<file path="config.mk">
export PLATFORM = sky130hd
export DESIGN_NAME = x1_sram_arbiter
export DESIGN_NICKNAME = d
export VERILOG_FILES = /design/src/rtl/x1_sram_arbiter.sv
export SDC_FILE = /design/constraint.sdc
export NUM_CORES = 1
export LEC_CHECK = 0
export ABC_AREA = 1
export CAP_MARGIN = 20
export CORE_ASPECT_RATIO = 1.5
export CORE_MARGIN = 1
export CORE_UTILIZATION = 45
export DETAILED_ROUTE_END_ITERATION = 6
export PLACE_DENSITY_LB_ADDON = 0.3
export SLEW_MARGIN = 5
export SYNTH_ARGS = -nofsm -noshare
export SYNTH_HDL_FRONTEND = slang
export SYNTH_SLANG_ARGS = --single-unit
export TNS_END_PERCENT = 100
</file>
<file path="constraint.sdc">
create_clock -name I_CLK -period 2.47 [get_ports I_CLK]
set_clock_uncertainty 0.1 [all_clocks]
set_input_delay 0.3705 -clock I_CLK [delete_from_list [all_inputs] [get_ports I_CLK]]
set_output_delay 0.3705 -clock I_CLK [all_outputs]
set_load 0.01 [all_outputs]
</file>
<file path="src/rtl/x1_sram_arbiter.sv">
`default_nettype none
// ============================================================================
// x1_sram_arbiter : shares one byte-wide SRAM between the Z80 bus and the
//                   three-plane GRAM video fetch (B/R/G burst per request).
// Optional macro  : SRAM_ARB_GBANK_EN adds the GRAM bank-select inputs.
// Revision        : 1.0
// ============================================================================
module x1_sram_arbiter #(
  parameter int unsigned ACC_CYC = 3,
  parameter logic [7:0]  CPU_FD  = 8'hFF
) (
  input  logic        I_CLK,
  input  logic        I_RESET,
`ifdef SRAM_ARB_GBANK_EN
  input  logic        I_GRP,
  input  logic        I_GWP,
  input  logic        I_GVP,
`endif
  input  logic        I_CRD,
  input  logic        I_CWR,
  input  logic [15:0] I_CA,
  input  logic [7:0]  I_CD,
  output logic [7:0]  O_CD,
  output logic        O_CWAIT_N,
  input  logic        I_IPL_CS,
  input  logic        I_RAM_CS,
  input  logic        I_GB_CS,
  input  logic        I_GR_CS,
  input  logic        I_GG_CS,
  input  logic        I_VREQ,
  input  logic [13:0] I_GA,
  output logic [7:0]  O_GB_D,
  output logic [7:0]  O_GR_D,
  output logic [7:0]  O_GG_D,
  output logic        O_VACK,
  output logic        O_VOVR,
  output logic [17:0] O_SRAM_A,
  output logic [7:0]  O_SRAM_D,
  input  logic [7:0]  I_SRAM_D,
  output logic        O_SRAM_OE,
  output logic        O_SRAM_WE,
  output logic        O_SRAM_WC
);

  localparam logic [2:0] ST_IDLE  = 3'd0;
  localparam logic [2:0] ST_VID_B = 3'd1;
  localparam logic [2:0] ST_VID_R = 3'd2;
  localparam logic [2:0] ST_VID_G = 3'd3;
  localparam logic [2:0] ST_CPU   = 3'd4;

  localparam logic [3:0] K_LAST   = 4'(ACC_CYC - 1);
  localparam logic [3:0] K_WE_END = 4'(ACC_CYC - 2);

  logic [2:0]  state_q, state_d, dec_st, cur_st;
  logic [3:0]  cnt_q, cnt_d, cur_k;
  logic        vpend_q, served_q, last_vid_q;
  logic [13:0] ga_q;
  logic [7:0]  b_tmp_q, r_tmp_q, gb_q, gr_q, gg_q, cd_q;
  logic        vack_q, vovr_q;
  logic        any_cs, cpu_pend, cpu_req, cpu_cand, cpu_wr, cpu_done;
  logic        slot_end, vid_busy, vid_start, cpu_start;
  logic        vbank, cbank;
  logic [17:0] cpu_addr;

`ifdef SRAM_ARB_GBANK_EN
  logic gvp_q;
  assign vbank = gvp_q;
  assign cbank = I_CRD ? I_GRP : I_GWP;
`else
  assign vbank = 1'b0;
  assign cbank = 1'b0;
`endif

  assign any_cs   = I_IPL_CS | I_RAM_CS | I_GB_CS | I_GR_CS | I_GG_CS;
  assign cpu_pend = (I_CRD | I_CWR) & ~served_q & ~I_RESET;
  assign cpu_req  = cpu_pend & any_cs;
  // The request being completed by the current CPU slot must not re-win the next slot.
  assign cpu_cand = cpu_req & (state_q != ST_CPU);
  assign cpu_wr   = I_CWR & ~I_CRD;
  assign slot_end = (state_q != ST_IDLE) && (cnt_q == K_LAST);
  assign vid_busy = (state_q == ST_VID_B) || (state_q == ST_VID_R) || (state_q == ST_VID_G);
  assign cpu_done = ((state_q == ST_CPU) && slot_end) || (cpu_pend && !any_cs);
  assign vid_start = (state_d == ST_VID_B) && (state_q != ST_VID_B);
  assign cpu_start = (state_d == ST_CPU) && (state_q != ST_CPU);

  always_comb begin
    cpu_addr = 18'h0;
    if (I_IPL_CS)     cpu_addr = {2'b01, 1'b0, I_CA[14:0]};
    else if (I_RAM_CS) cpu_addr = {2'b00, I_CA};
    else if (I_GB_CS)  cpu_addr = {1'b1, cbank, 2'b00, I_CA[13:0]};
    else if (I_GR_CS)  cpu_addr = {1'b1, cbank, 2'b01, I_CA[13:0]};
    else if (I_GG_CS)  cpu_addr = {1'b1, cbank, 2'b10, I_CA[13:0]};
  end

  always_comb begin
    dec_st = ST_IDLE;
    if (I_RESET)                  dec_st = ST_IDLE;
    else if (vpend_q && cpu_cand) dec_st = last_vid_q ? ST_CPU : ST_VID_B;
    else if (vpend_q)             dec_st = ST_VID_B;
    else if (cpu_cand)            dec_st = ST_CPU;
  end

  // FSM: state register
  always_ff @(posedge I_CLK) begin
    if (I_RESET) begin
      state_q <= ST_IDLE;
      cnt_q   <= 4'd0;
    end else begin
      state_q <= state_d;
      cnt_q   <= cnt_d;
    end
  end

  // FSM: next state. From IDLE the granted slot starts in the same cycle (k=0 now).
  always_comb begin
    state_d = state_q;
    cnt_d   = cnt_q;
    if (state_q == ST_IDLE) begin
      if (dec_st != ST_IDLE) begin
        state_d = dec_st;
        cnt_d   = 4'd1;
      end
    end else if (!slot_end) begin
      cnt_d = cnt_q + 4'd1;
    end else begin
      cnt_d = 4'd0;
      case (state_q)
        ST_VID_B: state_d = ST_VID_R;
        ST_VID_R: state_d = ST_VID_G;
        default:  state_d = dec_st;
      endcase
    end
  end

  assign cur_st = (state_q == ST_IDLE) ? dec_st : state_q;
  assign cur_k  = (state_q == ST_IDLE) ? 4'd0 : cnt_q;

  // FSM: outputs
  always_comb begin
    O_SRAM_A  = 18'h0;
    O_SRAM_D  = 8'h0;
    O_SRAM_OE = 1'b0;
    O_SRAM_WE = 1'b0;
    O_SRAM_WC = 1'b0;
    case (cur_st)
      ST_VID_B: begin O_SRAM_A = {1'b1, vbank, 2'b00, ga_q}; O_SRAM_OE = 1'b1; end
      ST_VID_R: begin O_SRAM_A = {1'b1, vbank, 2'b01, ga_q}; O_SRAM_OE = 1'b1; end
      ST_VID_G: begin O_SRAM_A = {1'b1, vbank, 2'b10, ga_q}; O_SRAM_OE = 1'b1; end
      ST_CPU: begin
        O_SRAM_A = cpu_addr;
        if (cpu_wr) begin
          O_SRAM_WC = 1'b1;
          O_SRAM_D  = I_CD;
          O_SRAM_WE = (cur_k >= 4'd1) && (cur_k <= K_WE_END);
        end else begin
          O_SRAM_OE = 1'b1;
        end
      end
      default: ;
    endcase
  end

  always_ff @(posedge I_CLK) begin
    if (I_RESET) begin
      vpend_q    <= 1'b0;
      ga_q       <= 14'h0;
      served_q   <= 1'b0;
      last_vid_q <= 1'b0;
      b_tmp_q    <= 8'h0;
      r_tmp_q    <= 8'h0;
      gb_q       <= 8'h0;
      gr_q       <= 8'h0;
      gg_q       <= 8'h0;
      vack_q     <= 1'b0;
      vovr_q     <= 1'b0;
      cd_q       <= CPU_FD;
`ifdef SRAM_ARB_GBANK_EN
      gvp_q      <= 1'b0;
`endif
    end else begin
      vack_q <= 1'b0;
      vovr_q <= 1'b0;
      if (I_VREQ) begin
        if (vpend_q || vid_busy) begin
          vovr_q <= 1'b1;
        end else begin
          vpend_q <= 1'b1;
          ga_q    <= I_GA;
`ifdef SRAM_ARB_GBANK_EN
          gvp_q   <= I_GVP;
`endif
        end
      end
      if (vid_start) begin
        vpend_q    <= 1'b0;
        last_vid_q <= 1'b1;
      end
      if (cpu_start) last_vid_q <= 1'b0;

      if (!I_CRD && !I_CWR) served_q <= 1'b0;
      else if (cpu_done)    served_q <= 1'b1;

      if ((state_q == ST_CPU) && slot_end && I_CRD) cd_q <= I_SRAM_D;
      else if (cpu_pend && !any_cs && I_CRD)       cd_q <= CPU_FD;

      // B and R are staged so all three planes present together after G.
      if (slot_end) begin
        case (state_q)
          ST_VID_B: b_tmp_q <= I_SRAM_D;
          ST_VID_R: r_tmp_q <= I_SRAM_D;
          ST_VID_G: begin
            gb_q   <= b_tmp_q;
            gr_q   <= r_tmp_q;
            gg_q   <= I_SRAM_D;
            vack_q <= 1'b1;
          end
          default: ;
        endcase
      end
    end
  end

  assign O_CD      = cd_q;
  assign O_CWAIT_N = ~cpu_pend;
  assign O_GB_D    = gb_q;
  assign O_GR_D    = gr_q;
  assign O_GG_D    = gg_q;
  assign O_VACK    = vack_q;
  assign O_VOVR    = vovr_q;

endmodule
`default_nettype wire

</file>
; Word level (Yosys, flattened, before mapping)
; Cells that the tools add are included.
[word_totals]
inputBits = 56
regBits = 74
output_inout_bits = 64
elab_cells = 111
[classes]
reduce_logical = 31
n_mux = 32
n_addsub = 1
n_eq_ne = 14
n_bitwise = 17
n_lt_le_gt_ge = 2
[op_table]
columns = cell, n
row1 = $mux 18, 5
row2 = $pmux 18 s4, 1
row3 = $mux 8, 4
row4 = $mux 3, 9
row5 = $mux 4, 4
row6 = $eq 3x2->1 const B, 4
row7 = $logic_and 1x1->1, 10
row8 = $reduce_or 2->1, 5
row9 = $eq 3x1->1 const B, 3
row10 = $eq 3x3->1 const B, 3
row11 = $reduce_and 2->1, 4
row12 = $mux 1, 7
row13 = $not 1->1, 7
row14 = $pmux 3 s2, 1
row15 = $reduce_bool 3->1, 2
row16 = $and 1x1->1, 5
row17 = $or 1x1->1, 5
row18 = $add 4x1->4 const B, 1
row19 = $eq 4x2->1 const B, 1
row20 = $ge 4x1->1 const B, 1
row21 = $le 4x1->1 const B, 1
row22 = $logic_or 1x1->1, 4
row23 = $logic_not 1->1, 3
row24 = $logic_not 3->1, 1
row25 = 6 further kinds, 6

; Logic depth before layout (Yosys ltp)
[logic_depth]
word_depth = 16
depth_mapped = 14

; Worst setup path before layout
; No wires, ideal clock.
[synth_path]
path_kind = input -> output
start = input I_RESET
end = output O_SRAM_A[14]
slack_ns = 0.426
t_arrival_ns = 1.574
t_required_ns = 1.999
stages = 8
path_cell_list = buf_2 -> nor2_2 -> nand3_1 -> nor2_2 -> nand3_1 -> a21oi_4 -> nand2_2 -> o21ai_1
[synth_via]
elab_chain_len = 11
[synth_lines]
columns = item, line
row1 = "start, declared", 13  ; input logic I_RESET,
row2 = $not 1->1, 75  ; assign cpu_pend = (I_CRD | I_CWR) & ~served_q & ~I_RESET;
row3 = $and 1x1->1, 75
row4 = $and 1x1->1, 76  ; assign cpu_req = cpu_pend & any_cs;
row5 = $and 1x1->1, 78  ; assign cpu_cand = cpu_req & (state_q != ST_CPU);
row6 = $mux 3, 100  ; else if (cpu_cand) dec_st = ST_CPU;
row7 = $mux 3, 99  ; else if (vpend_q) dec_st = ST_VID_B;
row8 = $mux 3, 98  ; else if (vpend_q && cpu_cand) dec_st = last_vid_q ? ST_CPU : ST_VID_B;
row9 = $mux 3 *, 97  ; if (I_RESET) dec_st = ST_IDLE;
row10 = $mux 3 *, 135  ; assign cur_st = (state_q == ST_IDLE) ? dec_st : state_q;
row11 = "$eq 3x3->1, or another cell as far along", 145  ; case (cur_st)
row12 = $pmux 18 s4 *, 145
row13 = "end, declared", 37  ; output logic [17:0] O_SRAM_A,
; Mark *: on every way between the ends. The rest lies on a longest branch, timed or not.

; Final worst setup path
[layout_path]
start = input I_CRD
end = output O_SRAM_A[0]
[layout_via]
elab_chain_len = 12
[layout_lines]
columns = item, line
row1 = "start, declared", 19  ; input logic I_CRD,
row2 = $or 1x1->1 *, 75
row3 = $and 1x1->1 * (2 in a row), 75
row4 = $and 1x1->1 *, 76
row5 = $and 1x1->1 *, 78
row6 = $mux 3, 100
row7 = $mux 3, 99
row8 = $mux 3 *, 98
row9 = $mux 3 *, 97
row10 = $mux 3 *, 135
row11 = "$eq 3x3->1, or another cell as far along", 145
row12 = $pmux 18 s4 *, 145
; Marks and branches as above.

==> reports/results.tsv <==
stage	metric	value	unit
placed_design	place.port_buffers	119	
pwr	power.density_cell_area	647	nW/µm²
synthesis	synth_enable_flop_cells	0	
synthesis	yosys_warnings	0	
placed_design	place.detailed.hpwl	6.92	mm
placed_design	place_congestion	0.951	
pwr	vdd_ir_drop_max	0.468	mV
synthesis	postSynthAreaPerCell	7.16	µm²
finish	areaGrowthSynthToFinish	49.6	%
timing	setup-tns-final	0	ns
drt	detail_route.wl_per_cell	13.6	µm
finish	commonest_non_fill_non_tap_cells_in_the_layout	nand2_1 (90), clkdlybuf4s50_1 (82), dfxtp_1 (71)	
finish	antenna_cells	0	
timing	maxSlewHeadroom	62.8	%
worst_setup_path	r2r_cells	8	
global_routing	antenna_found_initial	0	
finish	postLayoutCellArea	5000	µm²
timing	slew_viol_final	0	
worst_setup_path	critical_path_class	input port to output port	
drt	routed_wirelength	9.75	mm
timing	tightestPinTransition	0.556	ns
worst_setup_path	nature_of_the_critical_path_startpoint	input port	
synthesis	synth_simple_gate_area_share	25.2	%
synthesis	combinational_family_with_the_most_area_after_synthesis	simple AND/OR/NAND/NOR gates	
synthesis	synth_fa_ha_area_share	0.748	%
flow_run	drv_cap	0	
global_routing	grt_start_max_net_pins	50	
worst_hold_path	hold_path_depth	2	
synthesis	yosys-mux-area-fraction	0	%
floorplanning	fp.dieW	72.4	µm
drt	drt_pass1_iterations	4	
timing	hold_violations	0	
synthesis	synth-async-reset-ratio	0	%
run_status	result_of_the_run	completed	
placed_design	placement.cell_area	4770	µm²
worst_setup_path	worst_setup_path_end_kind	output port	
synthesis	synth.distinct_cells	29	
worst_hold_path	worstHoldEndpoint	ga_q[5]	
synthesis	post_synth_instance_area	3350	µm²
floorplanning	ioPinCount	120	
floorplanning	fp-row-count	38	
worst_setup_path	setup_slack_of_the_worst_register_to_register_path	0.41	ns
clocking	clkSinkCount	74	
drt	dr.first_iter.drc_count	265	
worst_setup_path	r2r-start	cnt_q[0]	
timing	clock.fmax	0.415	GHz
synthesis	number_of_register_bits_inferred_by_synthesis	74	
floorplanning	core-area	7230	µm²
worst_setup_path	path_max_fanout	4	
global_routing	number_of_global_route_vias_before_repair	3452	
finish	design.final.nets	668	
drt	via_density	5.07	
global_routing	grt_overflow	0	
floorplanning	fp.dieArea	7790	µm²
clocking	cts_root_buffer	clkbuf_8	
clocking	clkSlewWorstSetupHoldPaths	0.07	ns
drt	drc_violation_count_after_routing	0	
drt	total_number_of_vias	3619	
finish	layout_cell_share_with_drive_strength_beyond_1	18.9	%
synthesis	synthXorXnorAreaFrac	0.262	%
worst_setup_path	worst-endpoint-arrival	1.94	ns
floorplanning	die_height	108	µm
timing	setup_repair_after_global_routing_missed_its_margin	true	
finish	mostFrequentLayoutCell	nand2_1	
synthesis	sequential_share_of_the_synthesized_area	44.3	%
timing	setup_violations	0	
floorplanning	initial_utilization	46.3	%
worst_setup_path	r2r_path_end	O_GR_D[1]	
global_routing	grt.total_usage	25.8	%
timing	timing.final.crit_period	2.41	ns
synthesis	yosys_most_used_dff	dfxtp_1	
drt	ant_nets	0	
synthesis	post_syn_nets	525	
synthesis	synth-compound-area-share	18.8	%
clocking	ctsLongestPathBuffers	2	
clocking	clkLatencyLatePin	0.34	ns
worst_hold_path	hold_path_class	flip-flop to flip-flop	
worst_setup_path	cp_required	2.00	ns
clocking	cts_inserted_buffers	9	
worst_hold_path	timing.hold.worst.start	ga_q[5]	
finish	final_util	69.3	%
clocking	htree_num_levels	3	
timing	fin_crit_sh	97.7	%
global_routing	grt_first_pass_wirelength	15.6	mm
synthesis	synth_cells	467	
clocking	cts_tree	built	
pwr	power.static_leakage	2.10	nW
finish	num-fill-cells	618	
==> Yosys cell counts (2+ instances only) <==
master / instances / area share [%]
dfxtp_1: 74 / 44
o21ai_0: 44 / 6.6
ha_1: 2 / 0.75
nand2_2: 4 / 0.75
clkbuf_1: 14 / 1.6
or2_2: 2 / 0.37
nor3_1: 2 / 0.30
buf_6: 3 / 1.0
inv_2: 4 / 0.45
nand3_1: 28 / 4.2
o22ai_1: 9 / 1.7
buf_2: 5 / 0.75
a21oi_1: 62 / 9.3
nand4_1: 18 / 3.4
nand2_1: 91 / 10
nand3_2: 2 / 0.60
inv_1: 59 / 6.6
nor2_1: 28 / 3.1
nand2_4: 3 / 1.0
nor2_2: 4 / 0.75
==> cells by family after synthesis <==
kind of cell | after synthesis
AND/OR/NAND/NOR | 184
buffers and inverters | 86
XOR/XNOR | 1
adder cells (fa/ha/maj) | 2
AO/OA/AOI/OAI | 120
flip-flops | 74
==> how the worst max path moves through the flow <==
stage	to	from	slack [ns]	depth (start not counted)
finish	O_SRAM_A[0]	I_CRD	0.06	13
global route	O_SRAM_A[0]	vpend_q	-0.08	11
CTS	O_SRAM_OE	I_RESET	0.01	13
detailed placement	O_SRAM_A[10]	I_RESET	-0.53	13
global placement	O_SRAM_A[9]	I_RESET	-0.44	13
floorplan	O_SRAM_A[14]	I_RESET	0.43	8
==> per-stage QoR <==
stage | power (mW) | instances | hold WS (ns) | setup slack, ns
floorplan | 1.77 | 467 | 0.324 | 0.426
global placement | 2.17 | 688 | 0.333 | -0.441
detailed placement | 2.20 | 688 | 0.336 | -0.529
CTS | 3.25 | 714 | 0.346 | 0.0102
global route | 3.39 | 714 | 0.363 | -0.0780
finish | 3.24 | 714 | 0.345 | 0.0578
==> timing repair <==
action,4_1_cts,5_1_grt
pin swaps,7,7
resized for setup,103,37
setup buffers,11,0
endpoints found under the setup margin,29,29
hold buffers,0,0
==> worst max-delay path, stage by stage <==
cell and delay, ns:
dlygate4sd2_1 0.25, nor2_1 0.09, nor2_4 0.12, nand3_2 0.10, nor2_4 0.12, nand3_2 0.10, a21oi_4 0.20, buf_12 0.13
buf_4 0.10, buf_4 0.10, nand4_1 0.07, nand2_1 0.07, buf_2 0.13
==> flip-flops by register name, summed over array words and instances, names as in the netlist, 3 cells and up <==
signal   flops
state_q      3
b_tmp_q      8
O_GR_D       8
O_GB_D       8
cnt_q        4
O_CD         8
ga_q        14
r_tmp_q      8
O_GG_D       8
==> power breakdown <==
group / internal, mW / switching [mW]
Clock: 0.620 / 0.419
Combinational: 0.398 / 0.501
Sequential: 1.26 / 0.0420
==> area by class of cell <==
type	instances	area, µm²	area share [%]
multi-input cells	307	1580	31.7
flip-flops and latches	74	1490	29.7
clock buffers	13	159	3.17
inverters	63	239	4.77
clock inverters	2	60.1	1.20
repair buffers	155	1350	27.0
well taps	100	125	2.50
==> layer usage <==
| layer | vias to the layer above | global-route usage [%] | part of all wire (%) |
|---|---|---|---|
| li1 | 1820 | - | - |
| met5 | - | 0 | 0 |
| met1 | 1651 | 30.1 | 40 |
| met4 | 0 | 15.3 | 4.2 |
| met2 | 112 | 42.5 | 52 |
| met3 | 36 | 6.09 | 4.0 |
Note: power is estimated with default switching activity, not from simulation.
